$ cat config.mk
export PLATFORM = sky130hd
export DESIGN_NAME = issue_slot_entry
export DESIGN_NICKNAME = d
export VERILOG_FILES = /design/src/rtl/issue_slot_entry.sv
export SDC_FILE = /design/constraint.sdc
export NUM_CORES = 1
export LEC_CHECK = 0
export CORE_ASPECT_RATIO = 1.4
export CORE_MARGIN = 5
export CORE_UTILIZATION = 38
export DETAILED_ROUTE_END_ITERATION = 7
export PLACE_DENSITY = 0.75
export SLEW_MARGIN = 20
export SYNTH_ARGS = -nofsm -noshare
export SYNTH_HDL_FRONTEND = slang
export SYNTH_SLANG_ARGS = --single-unit
$ cat constraint.sdc
create_clock -name i_clk -period 3.4 [get_ports i_clk]
set_input_delay 0.68 -clock i_clk [delete_from_list [all_inputs] [get_ports i_clk]]
set_output_delay 0.68 -clock i_clk [all_outputs]
set_load 0.01 [all_outputs]
$ cat src/rtl/issue_slot_entry.sv
// One out-of-order issue queue slot: holds a renamed micro-op, snoops writeback
// tags to wake its source operands, requests issue when ready, drops on grant/kill.
module issue_slot_entry #(
    parameter  int WIDTH_REG = 6,
    parameter  int WIDTH_TAG = 6,
    parameter  int WIDTH_BRM = 4,
    localparam int WIDTH     = 7 + WIDTH_BRM + WIDTH_TAG + 3*WIDTH_REG + 3
) (
    input  logic                   i_clk,
    input  logic                   i_rst,
    input  logic [WIDTH-1:0]       i_data,
    input  logic [4*WIDTH_REG-1:0] i_WDest4x,
    input  logic [WIDTH_BRM-1:0]   i_BrKill,
    input  logic                   i_grant,
    input  logic                   i_en,
    output logic                   o_request,
    output logic [WIDTH-1:0]       o_rslot,
    output logic [WIDTH-1:0]       o_data
);

    localparam int BIT_RDY1  = 0;
    localparam int BIT_RDY2  = 1;
    localparam int BIT_VALID = 2;
    localparam int POS_PR1   = 3;
    localparam int POS_PR2   = 3 + WIDTH_REG;
    localparam int POS_BRM   = 3 + 3*WIDTH_REG + WIDTH_TAG;

    function automatic logic tag_hit(
        input logic [WIDTH_REG-1:0]   pr,
        input logic [4*WIDTH_REG-1:0] wdest
    );
        logic hit;
        hit = 1'b0;
        for (int k = 0; k < 4; k++) begin
            hit = hit | (wdest[k*WIDTH_REG +: WIDTH_REG] == pr);
        end
        return hit;
    endfunction

    logic [WIDTH-1:0] slot_q;
    logic [WIDTH-1:0] slot_d;
    logic [WIDTH-1:0] next_entry;
    logic [WIDTH-1:0] load_entry;
    logic             kill_s;
    logic             kill_in;

    always_comb begin
        kill_s  = |(slot_q[POS_BRM +: WIDTH_BRM] & i_BrKill);
        kill_in = |(i_data[POS_BRM +: WIDTH_BRM] & i_BrKill);

        next_entry            = slot_q;
        next_entry[BIT_RDY1]  = slot_q[BIT_RDY1] | tag_hit(slot_q[POS_PR1 +: WIDTH_REG], i_WDest4x);
        next_entry[BIT_RDY2]  = slot_q[BIT_RDY2] | tag_hit(slot_q[POS_PR2 +: WIDTH_REG], i_WDest4x);
        next_entry[BIT_VALID] = slot_q[BIT_VALID] & ~kill_s & ~i_grant;

        // A freshly loaded op sees the same-cycle writebacks and kills; grant cannot apply yet.
        load_entry            = i_data;
        load_entry[BIT_RDY1]  = i_data[BIT_RDY1] | tag_hit(i_data[POS_PR1 +: WIDTH_REG], i_WDest4x);
        load_entry[BIT_RDY2]  = i_data[BIT_RDY2] | tag_hit(i_data[POS_PR2 +: WIDTH_REG], i_WDest4x);
        load_entry[BIT_VALID] = i_data[BIT_VALID] & ~kill_in;

        slot_d = i_en ? load_entry : next_entry;
    end

    always_ff @(posedge i_clk) begin
        if (i_rst) begin
            slot_q <= '0;
        end else begin
            slot_q <= slot_d;
        end
    end

    // Outputs are forced quiet during reset, before the first reset edge has cleared the slot.
    always_comb begin
        o_data = next_entry;
        if (i_rst) begin
            o_data[BIT_VALID] = 1'b0;
        end
    end

    assign o_rslot   = i_rst ? '0 : slot_q;
    assign o_request = ~i_rst & slot_q[BIT_VALID] & slot_q[BIT_RDY1] & slot_q[BIT_RDY2] & ~kill_s;

endmodule

### After elaboration in Yosys (flattened, before gate mapping)

Index checks and enable logic that the tools add are counted.

| word-level totals | value |
|---|---|
| flip-flop bits (word level) | 38 |
| bits of input ports | 70 |
| output and inout port bits | 77 |
| word-level logic and storage cells | 52 |

| cells by class | value |
|---|---|
| equality and inequality tests | 16 |
| muxes and demuxes | 3 |
| bitwise logic cells | 29 |
| reductions and logical operators | 2 |

Operators by type and width:

| kind | count |
|---|---|
| $eq 6x6->1 | 16 |
| $mux 38 | 1 |
| $or 1x1->1 | 16 |
| $and 4x4->4 | 2 |
| $reduce_or 4->1 | 2 |
| $and 1x1->1 | 7 |
| $not 1->1 | 4 |
| $mux 3 | 1 |
| $mux 1 | 1 |

### Logic depth before layout (Yosys ltp)

Gate-level depths: netlist (run 1).

| logic depth | value |
|---|---|
| depth in word-level cells | 6 |
| depth in mapped cells | 6 |
| mapped depth without buffers | 5 |

### Worst setup path before layout (run 1)

Ideal clock, no wire load.

| path | value |
|---|---|
| kind | input-to-output |
| start point | input port i_WDest4x[4] |
| end point | output port o_data[0] |
| data arrival time | 1.651 ns |
| data required time | 2.720 ns |
| setup slack | 1.069 ns |
| stages on the path | 6 |
| buffers on the path | 1 |
| path through | clkbuf_2 xnor2_1 nand4_1 nor3_1 or3_1 or2_1 |

| between the ends | value |
|---|---|
| longest elaborated chain between the ends | 5 |

RTL lines:

| what | RTL line | RTL |
|---|---|---|
| start: declaration | 12 | `input logic [4*WIDTH_REG-1:0] i_WDest4x,` |
| $eq 6x6->1 | 35 | `hit = hit \| (wdest[k*WIDTH_REG +: WIDTH_REG] == pr);` |
| $or 1x1->1 (3 in series) | 35 |  |
| $or 1x1->1 | 52 | `next_entry[BIT_RDY1] = slot_q[BIT_RDY1] \| tag_hit(slot_q[POS_PR1 +: WIDTH_REG], i_WDest4x);` |
| end: declaration | 18 | `output logic [WIDTH-1:0] o_data` |

No other way between the ends.

### Worst setup path in the final report (run 1)

| path | value |
|---|---|
| start point | input port i_WDest4x[12] |
| end point | output port o_data[0] |

| between the ends | value |
|---|---|
| longest elaborated chain between the ends | 4 |

RTL lines:

| what | RTL line |
|---|---|
| $eq 6x6->1 | 35 |
| $or 1x1->1 (2 in series) | 35 |
| $or 1x1->1 | 52 |

No other way between the ends.

==> results by group, run 1 <==
Drt
  – Via count: 2726
  – 1st-iter DRT viols: 70
  – Final WL: 9586 um
  – ANT nets after route: 0
  – Drt pass-1 iters: 4
  – Via density: 4.791
  – WL per Instance: 16.85 um
  – DRC Markers: 0

Floorplanning
  – Die height: 116.9 um
  – DIE AREA: 0.01009 mm2
  – Core Box Area: 0.008051 mm2
  – Die X: 86.34 um
  – Rows: 39
  – Initial Util: 0.3851
  – Top Ports: 147

Clock tree
  – CTS tree: yes
  – Clock latency at the later pin of the worst-skew pair: 280 ps
  – Maximum root-to-sink buffer count: 2
  – Hold buffers post-CTS: 0
  – Clock Tree Root: clkbuf_16
  – CTS Sinks: 38
  – H-tree lvl count: 2
  – Number of buffers created by CTS: 5
  – Clk pin slew, worst setup/hold paths: 50 ps

Cells and area
  – Reg with most FFs: slot_q
  – Filler cells: 769
  – Seq. cell area: 760.7 um2
  – Footprint of the multi-input gates: 0.001876 mm2
  – Most frequent cells in the layout: 144 x clkdlybuf4s50_1, 56 x xor2_1, 41 x nor2_1
  – Final Instance Count excl. Fillers: 569
  – Area Overhead vs Synth: 45.68%
  – Fin nets: 537
  – Commonest non-fill, non-tap cell in the layout: clkdlybuf4s50_1
  – Diodes inserted: 0
  – Top flop regs: slot_q x38
  – Fin area: 0.004517 mm2
  – Layout cells sized above 1: 0.06210
  – Max reg flops: 38

Worst setup path
  – Crit end category: primary output
  – Critical Path RT: 2720 ps
  – Kind of critical path: in2out
  – Reg2reg start: slot_q[10]$_SDFFE_PP0P_
  – CP Data Arrival Time: 2640 ps
  – Path depth of the worst reg2reg path: 5
  – Crit path depth: 7
  – Worst-path fanout max: 4
  – Setup crit start kind: primary input
  – Flop2flop setup slack: 1720 ps
  – Most common cell on crit path: clkdlybuf4s50_1
  – RR Endpoint: slot_q[1]$_SDFF_PP0_
  – Crit-path leading delay family: buffers and inverters
  – CP max stage cell: clkdlybuf4s50_1
  – Crit path buf inv count: 2
  – Cell Chain, Critical Path: clkdlybuf4s50_1, xnor2_1, nand4_1, nor3_1, or3_1, or2_1, clkdlybuf4s50_1
  – Slowest stage delay, CP: 500 ps

Synthesis
  – Yosys warns: 0
  – Library cells used by synthesis: 26
  – #FFs+latches synth: 38
  – Syn Nets: 441
  – Avg Cell Area, Syn: 8.357 um2
  – Mapped Cells: 371
  – Post-Syn Area: 0.003100 mm2
  – Sequential-to-total area share from yosys stat: 0.2454

Min path
  – Hold Crit Depth: 2
  – Hold Crit Endpoint: slot_q[20]$_SDFFE_PP0P_
  – Worst Hold Class: reg2reg
  – Hold Crit Start: slot_q[20]$_SDFFE_PP0P_

STA
  – Setup violators final: 0
  – RSZ-0062 raised after global routing: false
  – Fin. Hold Viols: 0
  – Fin crit period: 3320 ps
  – Worst slew margin: 0.5476
  – FMAX: 301.2 MHz
  – Part of the cycle the worst path needs: 0.9766
  – Setup TNS Final: 0 ps
  – Clock skew: 4.143 ps
  – Worst-margin pin slew: 678.6 ps
  – Slew Limit Fails: 0

Global routing
  – Vias in the first global route: 2792
  – GRT Util Overall: 0.1878
  – Global-route wire length before repair: 14720 um
  – Grt total ovfl: 0
  – Initial antenna violation count: 0
  – Pin count of the biggest net entering global routing: 36

Power and ir drop
  – Pleak: 1.787 nW
  – Power Dens Cells: 309.6 mW/mm2
  – Worst IR Drop VDD: 212.6 uV
  – Power after layout: 0.001398 W

Placement
  – Placed cell count: 562
  – Port Buffers: 146
  – Placed Area: 0.004377 mm2
  – Placer Congestion: 0.9452
  – Dpl hpwl: 7754 um

Outcome
  – Status: completed

Job
  – Max_cap viols: 0
logic make-up (layout without fill, tap and decap cells):
| family | count (synthesis) | count (layout) | share of synthesized area |
|---|---|---|---|
| xor gates and xnor gates | 96 | 96 | 0.2712 |
| and+or+nand+nor | 109 | 109 | 0.1820 |
| muxes | 35 | 35 | 0.1130 |
| buffers and inverters | 79 | 175 | 0.1513 |
| DFF | 38 | 38 | 0.2454 |
| AOI/OAI and AO/OA | 14 | 14 | 0.03713 |
metal layers:
metal	vias to the layer above	GRT usage	share of wire	routed length, um
li1	1353	-	-	-
met1	1258	0.2068	0.39	3754
met2	98	0.3488	0.52	5010
met3	17	0.04062	0.060	577
met4	0	0.07069	0.025	244
met5	-	0	0	0
tightest hold or removal path, cell delays in order (launching register included):
cell     delay [ps]
dfxtp_1         340
mux2i_1          70
nor2_1           70
metrics by stage:
| stage | worst slack, ps | hold WS (ps) | util |
|---|---|---|---|
| finish | 79.59 | 512.0 | 0.5610 |
| global route | 5.439 | 561.5 | 0.5610 |
| CTS | 56.43 | 514.9 | 0.5604 |
| detailed placement | 61.12 | 498.1 | 0.5436 |
| global placement | 56.74 | 492.2 | 0.5436 |
| floorplan | 1069 | 476.2 | - |
power breakdown:
part	total, W	internal [W]	switching [W]
clock	0.000439	0.000264	0.000174
sequential	0.000513	0.000473	0.0000403
combinational	0.000446	0.000260	0.000186
cells in the mapped netlist:
cell,count,area share
xor2_1,56,0.16
nor3_1,7,0.011
a31oi_1,2,0.0040
xnor2_1,40,0.11
buf_2,25,0.040
nand2_1,1,0.0012
nor2_1,41,0.050
nor4_1,9,0.018
buf_4,37,0.090
a222oi_1,2,0.0065
or3_1,2,0.0040
nor2b_1,36,0.073
a22oi_1,2,0.0048
nand4_1,8,0.016
o31a_1,2,0.0057
clkbuf_2,2,0.0032
inv_1,3,0.0036
a41oi_1,2,0.0057
o31ai_1,2,0.0048
a211oi_1,1,0.0024
or2_1,2,0.0040
dfxtp_1,38,0.25
clkbuf_1,12,0.015
nand3_1,3,0.0048
mux2i_1,35,0.11
a32o_1,1,0.0032
final cells by class:
| class | instances | area share |
|---|---|---|
| timing repair buffer | 165 | 0.3557 |
| sequential | 38 | 0.1684 |
| tap | 102 | 0.02825 |
| multi-input combinational | 254 | 0.4152 |
| clock inverter | 2 | 0.002216 |
| inverter | 3 | 0.002493 |
| clock buffer | 5 | 0.02770 |
repair_timing:
action | CTS | global route
setup endpoints to repair | 0 | 1
gates resized for setup | 0 | 1
setup buffers | 0 | 0
how the worst max path moves through the flow:
stage                      to     startpoint
finish              o_data[0]  i_WDest4x[12]
global route        o_data[0]  i_WDest4x[12]
CTS                 o_data[0]  i_WDest4x[12]
detailed placement  o_data[0]  i_WDest4x[12]
global placement    o_data[0]  i_WDest4x[12]
floorplan           o_data[0]   i_WDest4x[4]
Note: power is estimated with default switching activity, not from simulation.
==> run 2: changes to the inputs <==
--- a/config.mk
+++ b/config.mk
@@ -5,6 +5,7 @@
 export SDC_FILE = /design/constraint.sdc
 export NUM_CORES = 1
 export LEC_CHECK = 0
+export ABC_CLOCK_PERIOD_IN_PS = 3400
 export CORE_ASPECT_RATIO = 1.4
 export CORE_MARGIN = 5
 export CORE_UTILIZATION = 38
==> results of run 2 <==
No change in the layout: final DEF, timing and power equal those of run 1.
==> run 3: changes to the inputs <==
--- a/config.mk
+++ b/config.mk
@@ -11,6 +11,7 @@
 export CORE_UTILIZATION = 38
 export DETAILED_ROUTE_END_ITERATION = 7
 export PLACE_DENSITY = 0.75
+export RECOVER_POWER = 100
 export SLEW_MARGIN = 20
 export SYNTH_ARGS = -nofsm -noshare
 export SYNTH_HDL_FRONTEND = slang
==> run 3 against run 2 <==
Effect of this change:
- count of clock-buffer cells in the layout unchanged
- utilization decreased by 0.30 points
- combinational power decreased by 3%
- maximum frequency about the same
- cell area decreased by 0.53%
- critical endpoint unchanged
- largest cell class unchanged
==> results by group, run 3 (same netlist as run 1, synthesis figures left out) <==
Outcome
  – Status: completed

Cells and area
  – Fin nets: 537 (unchanged)
  – Reg with most FFs: slot_q
  – Max reg flops: 38 (unchanged)
  – Layout cells sized above 1: 0.05567 (-0.006424)
  – Fin area: 0.004493 mm2 (-0.53%)
  – Footprint of the multi-input gates: 0.001876 mm2 (unchanged)
  – Commonest non-fill, non-tap cell in the layout: clkdlybuf4s50_1
  – Top flop regs: slot_q x38
  – Final Instance Count excl. Fillers: 569 (unchanged)
  – Most frequent cells in the layout: 84 x clkdlybuf4s50_1, 60 x dlygate4sd3_1, 56 x xor2_1
  – Area Overhead vs Synth: 44.92%
  – Filler cells: 772 (+0.39%)
  – Diodes inserted: 0 (unchanged)
  – Seq. cell area: 760.7 um2 (unchanged)

Floorplanning
  – Initial Util: 0.3851 (unchanged)
  – DIE AREA: 0.01009 mm2 (unchanged)
  – Die X: 86.34 um (unchanged)
  – Die height: 116.9 um (unchanged)
  – Rows: 39 (unchanged)
  – Core Box Area: 0.008051 mm2 (unchanged)
  – Top Ports: 147 (unchanged)

Worst setup path
  – Flop2flop setup slack: 1730 ps (about the same)
  – RR Endpoint: slot_q[1]$_SDFF_PP0_
  – Worst-path fanout max: 4 (unchanged)
  – Cell Chain, Critical Path: clkdlybuf4s50_1, xnor2_1, nand4_1, nor3_1, or3_1, or2_1, clkdlybuf4s50_1
  – CP Data Arrival Time: 2640 ps (about the same)
  – Worst setup startpoint: i_WDest4x[12]
  – Reg2reg start: slot_q[10]$_SDFFE_PP0P_
  – Slowest stage delay, CP: 500 ps (about the same)
  – Most common cell on crit path: clkdlybuf4s50_1
  – CP max stage cell: clkdlybuf4s50_1
  – Crit end category: primary output
  – Path depth of the worst reg2reg path: 5 (unchanged)
  – Kind of critical path: in2out
  – Setup crit start kind: primary input
  – Critical Path RT: 2720 ps (about the same)
  – Worst setup path endpoint: o_data[0]

Clock tree
  – Number of buffers created by CTS: 5 (unchanged)
  – Clk pin slew, worst setup/hold paths: 50 ps (about the same)
  – Clock latency at the later pin of the worst-skew pair: 280 ps (about the same)
  – Post-CTS Repair Setup Buffers: 0 (unchanged)
  – CTS Sinks: 38 (unchanged)
  – Maximum root-to-sink buffer count: 2 (unchanged)
  – Clock Tree Root: clkbuf_16
  – CTS tree: yes
  – # resized after CTS: 0 (unchanged)
  – Hold buffers post-CTS: 0 (unchanged)
  – H-tree lvl count: 2 (unchanged)

STA
  – Worst slew margin: 0.02415 (-0.5235)
  – Worst-margin pin slew: 1464 ps (+785.2 ps)
  – Setup TNS Final: 0 ps (unchanged)
  – Slew Limit Fails: 0 (unchanged)
  – FMAX: 301.2 MHz (about the same)
  – Setup violators final: 0 (unchanged)
  – RSZ-0062 raised after global routing: false
  – Fin crit period: 3320 ps (-0.2847 ps)
  – Clock skew: 3.898 ps (-0.2455 ps)
  – Part of the cycle the worst path needs: 0.9765 (about the same)
  – Fin. Hold Viols: 0 (unchanged)

Min path
  – Hold Crit Depth: 2 (unchanged)
  – Worst Hold Class: reg2reg

Global routing
  – GRT Util Overall: 0.1878 (unchanged)
  – Grt total ovfl: 0 (unchanged)
  – Global-route wire length before repair: 14720 um (unchanged)
  – Pin count of the biggest net entering global routing: 36 (unchanged)
  – Vias in the first global route: 2792 (unchanged)
  – Initial antenna violation count: 0 (unchanged)

Power and ir drop
  – Pleak: 1.933 nW (+8.2%)
  – Power after layout: 0.001381 W (-1.2%)
  – Worst IR Drop VDD: 211.6 uV (-0.48%)
  – Power Dens Cells: 307.4 mW/mm2 (-0.69%)

Drt
  – Via density: 4.812 (+0.44%)
  – DRC Markers: 0 (unchanged)
  – Drt pass-1 iters: 4 (unchanged)
  – Via count: 2738 (+0.44%)
  – ANT nets after route: 0 (unchanged)
  – 1st-iter DRT viols: 67 (-4.3%)
  – Final WL: 9573 um (-0.14%)
  – WL per Instance: 16.82 um (-0.14%)

Job
  – Max_cap viols: 0 (unchanged)

Placement
  – Placed Area: 0.004377 mm2 (unchanged)
  – Dpl hpwl: 7754 um (unchanged)
  – Placer Congestion: 0.9452 (unchanged)
  – Placed cell count: 562 (unchanged)
  – Port Buffers: 146 (unchanged)
-- run 3: per-stage QoR --
| stage | worst slack, ps | hold slack [ps] | util |
|---|---|---|---|
| 3_3_place_gp | 56.74 | 492.2 | 0.5436 |
| 3_5_place_dp | 61.12 | 498.1 | 0.5436 |
| 4_1_cts | 56.43 | 514.9 | 0.5604 |
| 2_1_floorplan | 1069 | 476.2 | - |
| 5_1_grt | 5.723 | 557.1 | 0.5580 |
| 6_report | 79.87 | 500.9 | 0.5580 |
-- run 3: area by class of cell --
cell class | instances | share of cell area
Clock inverter | 2 | 0.002228
Timing Repair Buffer | 165 | 0.3523
Inverter | 3 | 0.002506
Sequential cell | 38 | 0.1693
Multi-Input combinational cell | 254 | 0.4174
Clock buffer | 5 | 0.02785
Tap cell | 102 | 0.02840
-- run 3: layer usage --
metal,GRT usage,share of wire,routed length [um]
met4,0.07069,0.023,220
met3,0.04062,0.067,644
met2,0.3488,0.53,5029
met5,0,0,0
met1,0.2068,0.38,3679
-- run 3: worst min path at each step --
stage / start / to / slack (ps)
finish: slot_q[20]$_SDFFE_PP0P_ / slot_q[20]$_SDFFE_PP0P_ / 500
global placement: slot_q[15]$_SDFFE_PP0P_ / slot_q[15]$_SDFFE_PP0P_ / 490
global route: slot_q[15]$_SDFFE_PP0P_ / slot_q[15]$_SDFFE_PP0P_ / 560
detailed placement: slot_q[20]$_SDFFE_PP0P_ / slot_q[20]$_SDFFE_PP0P_ / 500
CTS: slot_q[20]$_SDFFE_PP0P_ / slot_q[20]$_SDFFE_PP0P_ / 510
floorplan: slot_q[23]$_SDFFE_PP0P_ / slot_q[23]$_SDFFE_PP0P_ / 480
-- run 3: report_power, final --
part	switching (W)	internal (W)
logic	0.000185	0.000245
registers	0.0000393	0.000473
clock network	0.000174	0.000264
-- run 3: worst max-delay path: cells and delay by family --
kind                   cells  cell delay (ps)
buffers and inverters      2             1000
AND/OR/NAND/NOR            4              800
XOR/XNOR                   1              160
